### src/rtl/load_store_unit.sv
// Load/store unit: turns a memory-stage request into a single-beat bus access,
// handling byte-lane steering, alignment/legality faults and an ack timeout.
module load_store_unit #(
    parameter int unsigned XLEN    = 32,
    parameter int unsigned BIG_END = 1,
    parameter int unsigned TIMEOUT = 255
) (
    input  logic            clk,
    input  logic            rst_n,
    input  logic            req_valid,
    output logic            req_ready,
    input  logic            req_load,
    input  logic            req_store,
    input  logic [2:0]      req_funct3,
    input  logic [XLEN-1:0] req_addr,
    input  logic [XLEN-1:0] req_wdata,
    output logic            resp_valid,
    output logic [XLEN-1:0] resp_rdata,
    output logic            resp_misalign,
    output logic            resp_buserr,
    output logic            busy,
    output logic [XLEN-1:0] mem_addr,
    output logic            mem_rd,
    output logic            mem_wr,
    output logic [3:0]      mem_be,
    output logic [XLEN-1:0] mem_wdata,
    input  logic [XLEN-1:0] mem_rdata,
    input  logic            mem_ack
);

    localparam int unsigned     CNT_W    = 8;
    localparam logic [CNT_W-1:0] CNT_LAST = CNT_W'(TIMEOUT - 1);

    typedef enum logic [1:0] {IDLE, ACCESS, DONE} state_t;

    state_t            state, state_n;
    logic [CNT_W-1:0]  wait_cnt;
    logic              lat_load;
    logic [2:0]        lat_funct3;
    logic [1:0]        lat_off;

    logic              accept, req_illegal, req_misalign, timeout_hit;
    logic [1:0]        req_lane, lat_lane;
    logic              req_hi_half, lat_hi_half;
    logic [3:0]        req_be;
    logic [XLEN-1:0]   req_lane_data, load_data, rdata_shift;
    logic [7:0]        load_byte;
    logic [15:0]       load_half;

    logic              rd_d, wr_d, valid_d, mis_d, err_d, busy_d, ready_d;
    logic [3:0]        be_d;
    logic [XLEN-1:0]   addr_d, wdata_d, rdata_d;

    // Request decode: legality, alignment, byte enables and lane-steered store data
    always_comb begin
        accept        = req_valid && (req_load || req_store);
        req_lane      = (BIG_END != 0) ? ~req_addr[1:0] : req_addr[1:0];
        req_hi_half   = (BIG_END != 0) ? ~req_addr[1] : req_addr[1];
        req_illegal   = 1'b0;
        req_misalign  = 1'b0;
        req_be        = 4'b1111;
        req_lane_data = req_wdata;
        if (req_load && req_store) begin
            req_illegal = 1'b1;
        end else if (req_load) begin
            req_illegal = (req_funct3 == 3'b011) || (req_funct3 == 3'b110) || (req_funct3 == 3'b111);
        end else if (req_store) begin
            req_illegal = (req_funct3 > 3'b010);
        end
        case (req_funct3[1:0])
            2'b00: begin
                req_be        = 4'b0001 << req_lane;
                req_lane_data = {24'h0, req_wdata[7:0]} << {req_lane, 3'b000};
            end
            2'b01: begin
                req_misalign  = req_addr[0];
                req_be        = req_hi_half ? 4'b1100 : 4'b0011;
                req_lane_data = req_hi_half ? {req_wdata[15:0], 16'h0} : {16'h0, req_wdata[15:0]};
            end
            2'b10: begin
                req_misalign  = |req_addr[1:0];
            end
            default: begin
                req_misalign  = 1'b0;
            end
        endcase
    end

    // Load data extraction from the returned word using the latched offset and size
    always_comb begin
        lat_lane    = (BIG_END != 0) ? ~lat_off : lat_off;
        lat_hi_half = (BIG_END != 0) ? ~lat_off[1] : lat_off[1];
        rdata_shift = mem_rdata >> {lat_lane, 3'b000};
        load_byte   = rdata_shift[7:0];
        load_half   = lat_hi_half ? mem_rdata[31:16] : mem_rdata[15:0];
        case (lat_funct3[1:0])
            2'b00:   load_data = {{24{~lat_funct3[2] & load_byte[7]}}, load_byte};
            2'b01:   load_data = {{16{~lat_funct3[2] & load_half[15]}}, load_half};
            default: load_data = mem_rdata;
        endcase
    end

    assign timeout_hit = (state == ACCESS) && !mem_ack && (wait_cnt == CNT_LAST);

    // State register
    always_ff @(posedge clk or negedge rst_n) begin
        if (!rst_n) state <= IDLE;
        else        state <= state_n;
    end

    // Next-state logic
    always_comb begin
        state_n = state;
        case (state)
            IDLE:    if (accept) state_n = (req_illegal || req_misalign) ? DONE : ACCESS;
            ACCESS:  if (mem_ack || timeout_hit) state_n = DONE;
            DONE:    state_n = IDLE;
            default: state_n = IDLE;
        endcase
    end

    // Output logic: next values for the registered outputs
    always_comb begin
        rd_d    = 1'b0;
        wr_d    = 1'b0;
        addr_d  = mem_addr;
        be_d    = mem_be;
        wdata_d = mem_wdata;
        rdata_d = '0;
        valid_d = (state_n == DONE);
        mis_d   = 1'b0;
        err_d   = 1'b0;
        busy_d  = (state_n != IDLE);
        ready_d = (state_n == IDLE);
        case (state)
            IDLE: begin
                if (accept) begin
                    if (state_n == ACCESS) begin
                        rd_d    = req_load;
                        wr_d    = req_store;
                        addr_d  = {req_addr[XLEN-1:2], 2'b00};
                        be_d    = req_be;
                        wdata_d = req_lane_data;
                    end else begin
                        err_d = req_illegal;
                        mis_d = ~req_illegal;
                    end
                end
            end
            ACCESS: begin
                if (state_n == ACCESS) begin
                    rd_d = lat_load;
                    wr_d = ~lat_load;
                end else if (mem_ack) begin
                    rdata_d = lat_load ? load_data : '0;
                end else begin
                    err_d = 1'b1;
                end
            end
            default: begin
                rd_d = 1'b0;
            end
        endcase
    end

    // Registered outputs
    always_ff @(posedge clk or negedge rst_n) begin
        if (!rst_n) begin
            mem_rd        <= 1'b0;
            mem_wr        <= 1'b0;
            mem_addr      <= '0;
            mem_be        <= 4'b0000;
            mem_wdata     <= '0;
            resp_rdata    <= '0;
            resp_valid    <= 1'b0;
            resp_misalign <= 1'b0;
            resp_buserr   <= 1'b0;
            busy          <= 1'b0;
            req_ready     <= 1'b1;
        end else begin
            mem_rd        <= rd_d;
            mem_wr        <= wr_d;
            mem_addr      <= addr_d;
            mem_be        <= be_d;
            mem_wdata     <= wdata_d;
            resp_rdata    <= rdata_d;
            resp_valid    <= valid_d;
            resp_misalign <= mis_d;
            resp_buserr   <= err_d;
            busy          <= busy_d;
            req_ready     <= ready_d;
        end
    end

    // Request fields needed after acceptance
    always_ff @(posedge clk or negedge rst_n) begin
        if (!rst_n) begin
            lat_load   <= 1'b0;
            lat_funct3 <= 3'b000;
            lat_off    <= 2'b00;
        end else if (state == IDLE && accept) begin
            lat_load   <= req_load;
            lat_funct3 <= req_funct3;
            lat_off    <= req_addr[1:0];
        end
    end

    // Ack wait counter, zero whenever not in ACCESS
    always_ff @(posedge clk or negedge rst_n) begin
        if (!rst_n)               wait_cnt <= '0;
        else if (state != ACCESS) wait_cnt <= '0;
        else if (!mem_ack)        wait_cnt <= wait_cnt + CNT_W'(1);
    end

endmodule
### config.mk
export PLATFORM = sky130hd
export DESIGN_NAME = load_store_unit
export DESIGN_NICKNAME = d
export VERILOG_FILES = /design/src/rtl/load_store_unit.sv
export SDC_FILE = /design/constraint.sdc
export NUM_CORES = 1
export LEC_CHECK = 0
export CAP_MARGIN = 0
export CORE_MARGIN = 10
export CORE_UTILIZATION = 30
export CTS_CLUSTER_DIAMETER = 200
export DETAILED_ROUTE_END_ITERATION = 12
export PLACE_DENSITY = 0.67
export SKIP_CTS_REPAIR_TIMING = 1
export SYNTH_ARGS = -nofsm -noshare
export SYNTH_HDL_FRONTEND = slang
export SYNTH_SLANG_ARGS = --single-unit
### constraint.sdc
create_clock -name clk -period 3.9 [get_ports clk]
set_clock_uncertainty 0.15 [all_clocks]
set_input_delay 0.39 -clock clk [delete_from_list [all_inputs] [get_ports clk]]
set_output_delay 0.39 -clock clk [all_outputs]
set_load 0.01 [all_outputs]
==> key figures, run 1 <==
Power and ir drop
  – P_sw: 1.47 mW
  – Logic pwr share: 30.8%
  – Worst VDD drop: around 0.31 mV
  – Pint: between 3 and 4 mW
  – Pwr dens: 617 nW/um2
  – Leakage: about 3.7 nW
  – Sw Ratio: 28.3%
  – Clk pwr share: about a third
  – Sequential share of power: roughly a third

Synth
  – Yosys cell types: 47
  – Avg Inst Size Synth: around 12 um2
  – Number of synthesized flops with an enable pin: 0
  – Yosys warns: 0
  – Top cells by count, synth: dfrtp_1 (120), mux2_2 (59), nand2_1 (32)
  – FF+latch count, synth: 121
  – Synth area leader: dfrtp_1
  – Main synth FF type: dfrtp_1
  – Cells after Synth: about 460
  – Mapped Area: between 5000 and 6000 um2
  – Post-synthesis sequential area ratio: between 50% and 60%
  – Count leader, synth: dfrtp_1
  – Post-synth ARST share: between 90% and 100%
  – Synth top area share: 55.0%
  – Synth top area cells: dfrtp_1 (55%), mux2_2 (12%), mux2i_1 (3.5%), a22o_1 (2.9%), a21o_1 (2.5%)

Timing
  – Fmax: between 300 and 400 MHz
  – Worst rel slew slack: around two fifths
  – Final period utilization: between 70% and 80%
  – Setup_tns: 0 ns
  – Worst Max-Slew Pin Slew: between 0.8 and 0.9 ns
  – Final Hold Fails: 0
  – Tmin final: ~2.9 ns
  – Max-slew violations: 0
  – Unrepaired setup endpoints after global routing: no
  – Final Setup Violations: 0

Critical path
  – CP peak stage delay: slightly below 0.6 ns
  – Arrival time worst endpoint: around 3.0 ns
  – Crit path max fanout: 58
  – Setup CP Type: in2reg
  – Slowest CP cell: nor3_4
  – CP Cell Sequence: clkdlybuf4s50_1 > inv_1 > ha_1 > nand2_1 > a21boi_1 > nor3_4 > buf_12 > mux2_2
  – CP Capture Type: flop
  – CP Launch Type: input port
  – Critical path data required time: ~4.0 ns

Global routing
  – Antenna violations before repair: 0
  – Largest net degree at the start of global routing: 63
  – All-layer global routing usage: about 14%
  – First-pass GRT wire length: about 27 mm
  – GRT overflow: 0
  – Vias in the first global route: just under 5000

Final layout
  – Layout cells sized above 1: 15.4%
  – Nets@finish: 781
  – Area delta synth->final: 54.7%
  – Post-route insts no fill: 911
  – Antenna diodes: 0

Route
  – Vias per inst: about 4.9
  – Starting DRT DRC Count: 250
  – Post-DR wirelength/cell: 19.1 um
  – DRT Pass-1 Iters: 5
  – Met1 wire length: roughly 7.3 mm
  – Routed Antenna Nets: 0
  – Highest Signal Layer: met4
  – WL final: about 17 mm
  – Remaining routing DRC violations: 0
  – Met3 wire length: between 1.5 and 2 mm
  – Routed via count: 4434
  – Met2 WL: approximately 8.0 mm

Floorplanning
  – Initial Utilization: around 30%
  – Num rows: 49
  – IO Pins: 212
  – Die area: 24000 um2
  – Chip height: 155 um
  – Core area: ~18000 um2
  – Die W: between 150 and 200 um

CTS
  – Clock slew at reported path FFs: 0.06 ns
  – Worst skew pair latency: roughly 0.4 ns
  – Htree depth: 4
  – CTS buffer count: 17
  – Clock tree buffer depth: 2
  – Cell chosen for the clock root: clkbuf_16
  – CTS tree: built
  – Num Clock Sinks: 121

Placed design
  – Routability cong.: slightly above 0.8
  – Dpl hpwl: 13.0 mm
  – I/O Buffers: approximately 210
  – Post-Place Cells: between 800 and 900

Status
  – Outcome: completed

Job
  – Max Cap Viol: 0

Min path
  – Worst min-delay path category: reg2reg
-- metal layers --
layer	vias to the layer above	track usage, %
li1	2036	-
met1	2173	17.0
met2	211	22.3
met3	14	7.17
met4	0	3.64
met5	-	0
-- worst paths after layout --
kind / startpoint / slack [ns] / cells after the start / end
setup / recovery: req_funct3[1] / 1.04 / 8 / mem_addr[25]
hold / removal: mem_addr[12] / 0.34 / 1 / mem_addr[12]
setup reg to reg: state[0] / 1.11 / 5 / mem_addr[25]
hold reg to reg: mem_addr[12] / 0.34 / 1 / mem_addr[12]
max in group asynchronous: rst_n / 2.31 / 3 / state[1]
min in group asynchronous: rst_n / 0.44 / 2 / mem_addr[22]
-- worst max-delay path: cells and delay by family --
family,cells,cell delay [ns]
buffers and inverters,3,1.04
AOI/OAI and AO/OA,1,0.16
adders and majority gates,1,0.27
muxes,1,0.38
and+or+nand+nor,2,0.68
-- state kept, by name (all words and copies together) (netlist names) --
name	flops
wait_cnt	8
resp_rdata	32
mem_wr	1
resp_buserr	1
state	2
mem_rd	1
mem_be	4
lat_off	2
resp_misalign	1
lat_funct3	3
busy	1
resp_valid	1
req_ready	1
lat_load	1
mem_addr	30
mem_wdata	32
-- power by group through the flow --
stage          registers [mW]  clock network, mW  logic, mW
3_5_place_dp             1.85                  0       1.63
2_1_floorplan            1.93                  0      0.558
6_report                 1.83               1.77       1.61
4_1_cts                  1.84               1.81       1.64
3_3_place_gp             1.83                  0       1.60
5_1_grt                  1.88               1.88       1.74
-- through the flow --
step                      power (mW)  hold WS (ns)  instance area [um2]  worst slack (ns)  util [%]
after floorplan                 2.49       -0.0556                 5470              1.87         -
after global placement          3.44         0.328                 7770             0.744      43.2
after detailed placement        3.48         0.328                 7770             0.608      43.2
after CTS                       5.29       -0.0773                 8440              1.05      47.0
after global routing            5.50         0.369                 8450             0.853      47.0
final                           5.21         0.343                 8450              1.04      47.0
-- layout by cell type, fill, tap and decap left out, types with 5 or more instances in the layout --
| cell type | count |
|---|---|
| clkdlybuf4s50_1 | 208 |
| dfrtp_1 | 120 |
| mux2_2 | 59 |
| nand2_1 | 32 |
| inv_1 | 24 |
| nor2_1 | 23 |
| o21ai_0 | 23 |
| a21oi_1 | 20 |
| mux2i_1 | 19 |
| a22o_1 | 18 |
| a21o_1 | 18 |
| clkbuf_16 | 17 |
| a222oi_1 | 8 |
| ha_1 | 7 |
| nor3b_1 | 6 |
| buf_4 | 6 |
| bufinv_16 | 5 |
-- logic make-up (layout without fill, tap and decap cells) --
logic type,Yosys count,after routing,synth area share (%)
muxes,79,79,15.8
adders and majority gates,7,7,1.60
xor gates and xnor gates,5,5,0.802
buffers and inverters,51,273,4.44
and+or+nand+nor,93,93,8.91
DFF,121,121,55.5
AOI/OAI and AO/OA,102,102,12.9
other,1,2,0.0686
-- area by class of cell --
type                    instances  area, um2
clock buffers                  21        480
clock inverters                11        191
fillers                      1617       9510
inverters                      24       90.1
multi-input cells             288       2190
flip-flops and latches        121       3030
well taps                     229        287
repair buffers                217       2180
Power figures use the tool's default switching activity.
==> run 2, diff against run 1 <==
--- a/config.mk
+++ b/config.mk
@@ -10,7 +10,7 @@
 export CORE_UTILIZATION = 30
 export CTS_CLUSTER_DIAMETER = 200
 export DETAILED_ROUTE_END_ITERATION = 12
-export PLACE_DENSITY = 0.67
+export PLACE_DENSITY = 0.69
 export SKIP_CTS_REPAIR_TIMING = 1
 export SYNTH_ARGS = -nofsm -noshare
 export SYNTH_HDL_FRONTEND = slang
==> constraint.sdc (replaced) <==
create_clock -name clk -period 2.3 [get_ports clk]
set_clock_uncertainty 0.15 [all_clocks]
set_input_delay 0.23 -clock clk [delete_from_list [all_inputs] [get_ports clk]]
set_output_delay 0.23 -clock clk [all_outputs]
set_load 0.01 [all_outputs]
==> run 2 against run 1 <==
Effect of this change:
- cell area rose by 2.9%
- wire length rose by 3.2%
- die area did not move
- core utilization grew 1.4 points
- cell count increased by 3.2%
- non-clock buffer count rose by 29
- largest cell class unchanged
- largest power group unchanged
- highest routed layer unchanged
==> key figures, run 2 (synthesized netlist as in run 1, its figures left out) <==
Final layout
  – Most common cell after layout, fill and taps aside: clkdlybuf4s50_1
  – Nets@finish: between 800 and 900
  – Most frequent cells in the layout: clkdlybuf4s50_1 (208), dfrtp_1 (120), mux2_2 (59)
  – Fillers: between 1500 and 2000
  – Antenna diodes: 0
  – Top flop regs: mem_wdata x32, resp_rdata x32, mem_addr x30
  – Area delta synth->final: 59.2%
  – Layout cells sized above 1: approximately a fifth

CTS
  – Worst skew pair latency: ~0.42 ns
  – Clock tree buffer depth: 2
  – Clock slew at reported path FFs: about 0.060 ns
  – Htree depth: 4
  – CTS tree: built
  – Num Clock Sinks: between 100 and 150
  – CTS buffer count: 17
  – Cell chosen for the clock root: clkbuf_16

Critical path
  – Crit path max fanout: 23
  – Setup CP Type: in2reg
  – CP Capture Type: flop
  – Arrival time worst endpoint: 2.29 ns
  – Critical path data required time: approximately 2.5 ns
  – CP Launch Type: input port

Global routing
  – First-pass GRT wire length: between 20 and 30 mm
  – All-layer global routing usage: around 15%
  – Largest net degree at the start of global routing: 50
  – GRT overflow: 0
  – Vias in the first global route: ~5000
  – Antenna violations before repair: 0

Power and ir drop
  – Worst VDD drop: 0.492 mV
  – Pwr dens: 1010 nW/um2
  – Leakage: about 3.9 nW

Floorplanning
  – Chip height: 155 um
  – Die area: roughly 24000 um2
  – Num rows: roughly 50
  – IO Pins: between 200 and 250
  – Die W: ~150 um
  – Initial Utilization: a little under a third
  – Core area: between 15000 and 20000 um2

Timing
  – Worst rel slew slack: 39.1%
  – Final Setup Violations: 0
  – Setup_tns: 0 ns
  – Fmax: 466 MHz
  – Final Hold Fails: 0
  – Unrepaired setup endpoints after global routing: no
  – Final period utilization: about 93%
  – Worst Max-Slew Pin Slew: a little over 0.9 ns
  – Max-slew violations: 0
  – Tmin final: between 2 and 2.5 ns
  – Hold WS: roughly 0.20 ns

Route
  – Routed via count: approximately 4600
  – Starting DRT DRC Count: 222
  – Post-DR wirelength/cell: 19.1 um
  – WL final: 17.9 mm
  – Vias per inst: roughly 4.9
  – Routed Antenna Nets: 0
  – DRT Pass-1 Iters: 6
  – Remaining routing DRC violations: 0

Status
  – Outcome: completed

Placed design
  – Dpl hpwl: between 10 and 15 mm
  – Routability cong.: slightly above 0.8
  – I/O Buffers: approximately 210

Job
  – Max Cap Viol: 0

Min path
  – Worst min-delay path category: in2async
[run 2: changes by cell type in the layout (fill, tap and decap cells not counted), sizes merged]
cell and delta:
clkinv +4, clkbuf -2, bufinv -1, buf +28
inv +1, clkinvlp -1
[run 2: worst max-delay path: stages]
cell,delay (ns)
clkdlybuf4s50_1,0.52
inv_2,0.08
ha_1,0.21
a211oi_2,0.21
a21oi_1,0.12
nor3_4,0.22
buf_12,0.15
clkbuf_16,0.21
mux2_2,0.35
[run 2: stage by stage]
step           total power [mW]  cells  utilization (%)  area, um2  setup slack [ns]
3_5_place_dp               5.99    905             44.4       7980            -0.383
3_3_place_gp               5.90    905             44.4       7980            -0.289
2_1_floorplan              4.23    460                -       5470             0.421
6_report                   8.77    940             48.4       8690             0.153
5_1_grt                    9.24    940             48.4       8690            0.0282
4_1_cts                    8.88    937             48.0       8620            0.0486
[run 2: power breakdown]
| group | internal [mW] | switching [mW] |
|---|---|---|
| combinational | 1.67 | 1.21 |
| sequential | 2.70 | 0.353 |
| clock | 1.85 | 0.989 |
[run 2: area by class of cell]
class / count / area, um2 / share of cell area [%]
clock inverter: 14 / 198 / 2.27
multi-input combinational: 288 / 2210 / 25.4
tap: 229 / 287 / 3.30
clock buffer: 18 / 439 / 5.05
timing repair buffer: 246 / 2440 / 28.1
sequential: 121 / 3030 / 34.8
inverter: 24 / 90.1 / 1.04
[run 2: path summary, 6_finish.rpt]
path	cells after the start	slack, ns	start	end
hold reg to reg	1	0.34	mem_addr[12]	mem_addr[12]
hold / removal	2	0.20	rst_n	resp_rdata[17]
min in group clk	3	0.22	mem_rdata[0]	resp_rdata[0]
setup / recovery	9	0.15	req_funct3[0]	mem_be[1]
setup reg to reg	4	0.31	lat_off[1]	resp_rdata[23]
max in group asynchronous	3	1.13	rst_n	mem_wdata[18]
[run 2: layer usage]
layer  routed length (um)  GRT usage [%]  up-vias  part of all wire [%]
met3                 1350           5.10       25                   7.5
met2                 8240           22.6      174                    46
met1                 8040           18.4     2263                    45
li1                     -              -     2098                     -
met4                  287           5.85        0                   1.6
met5                    0              0        -                     0
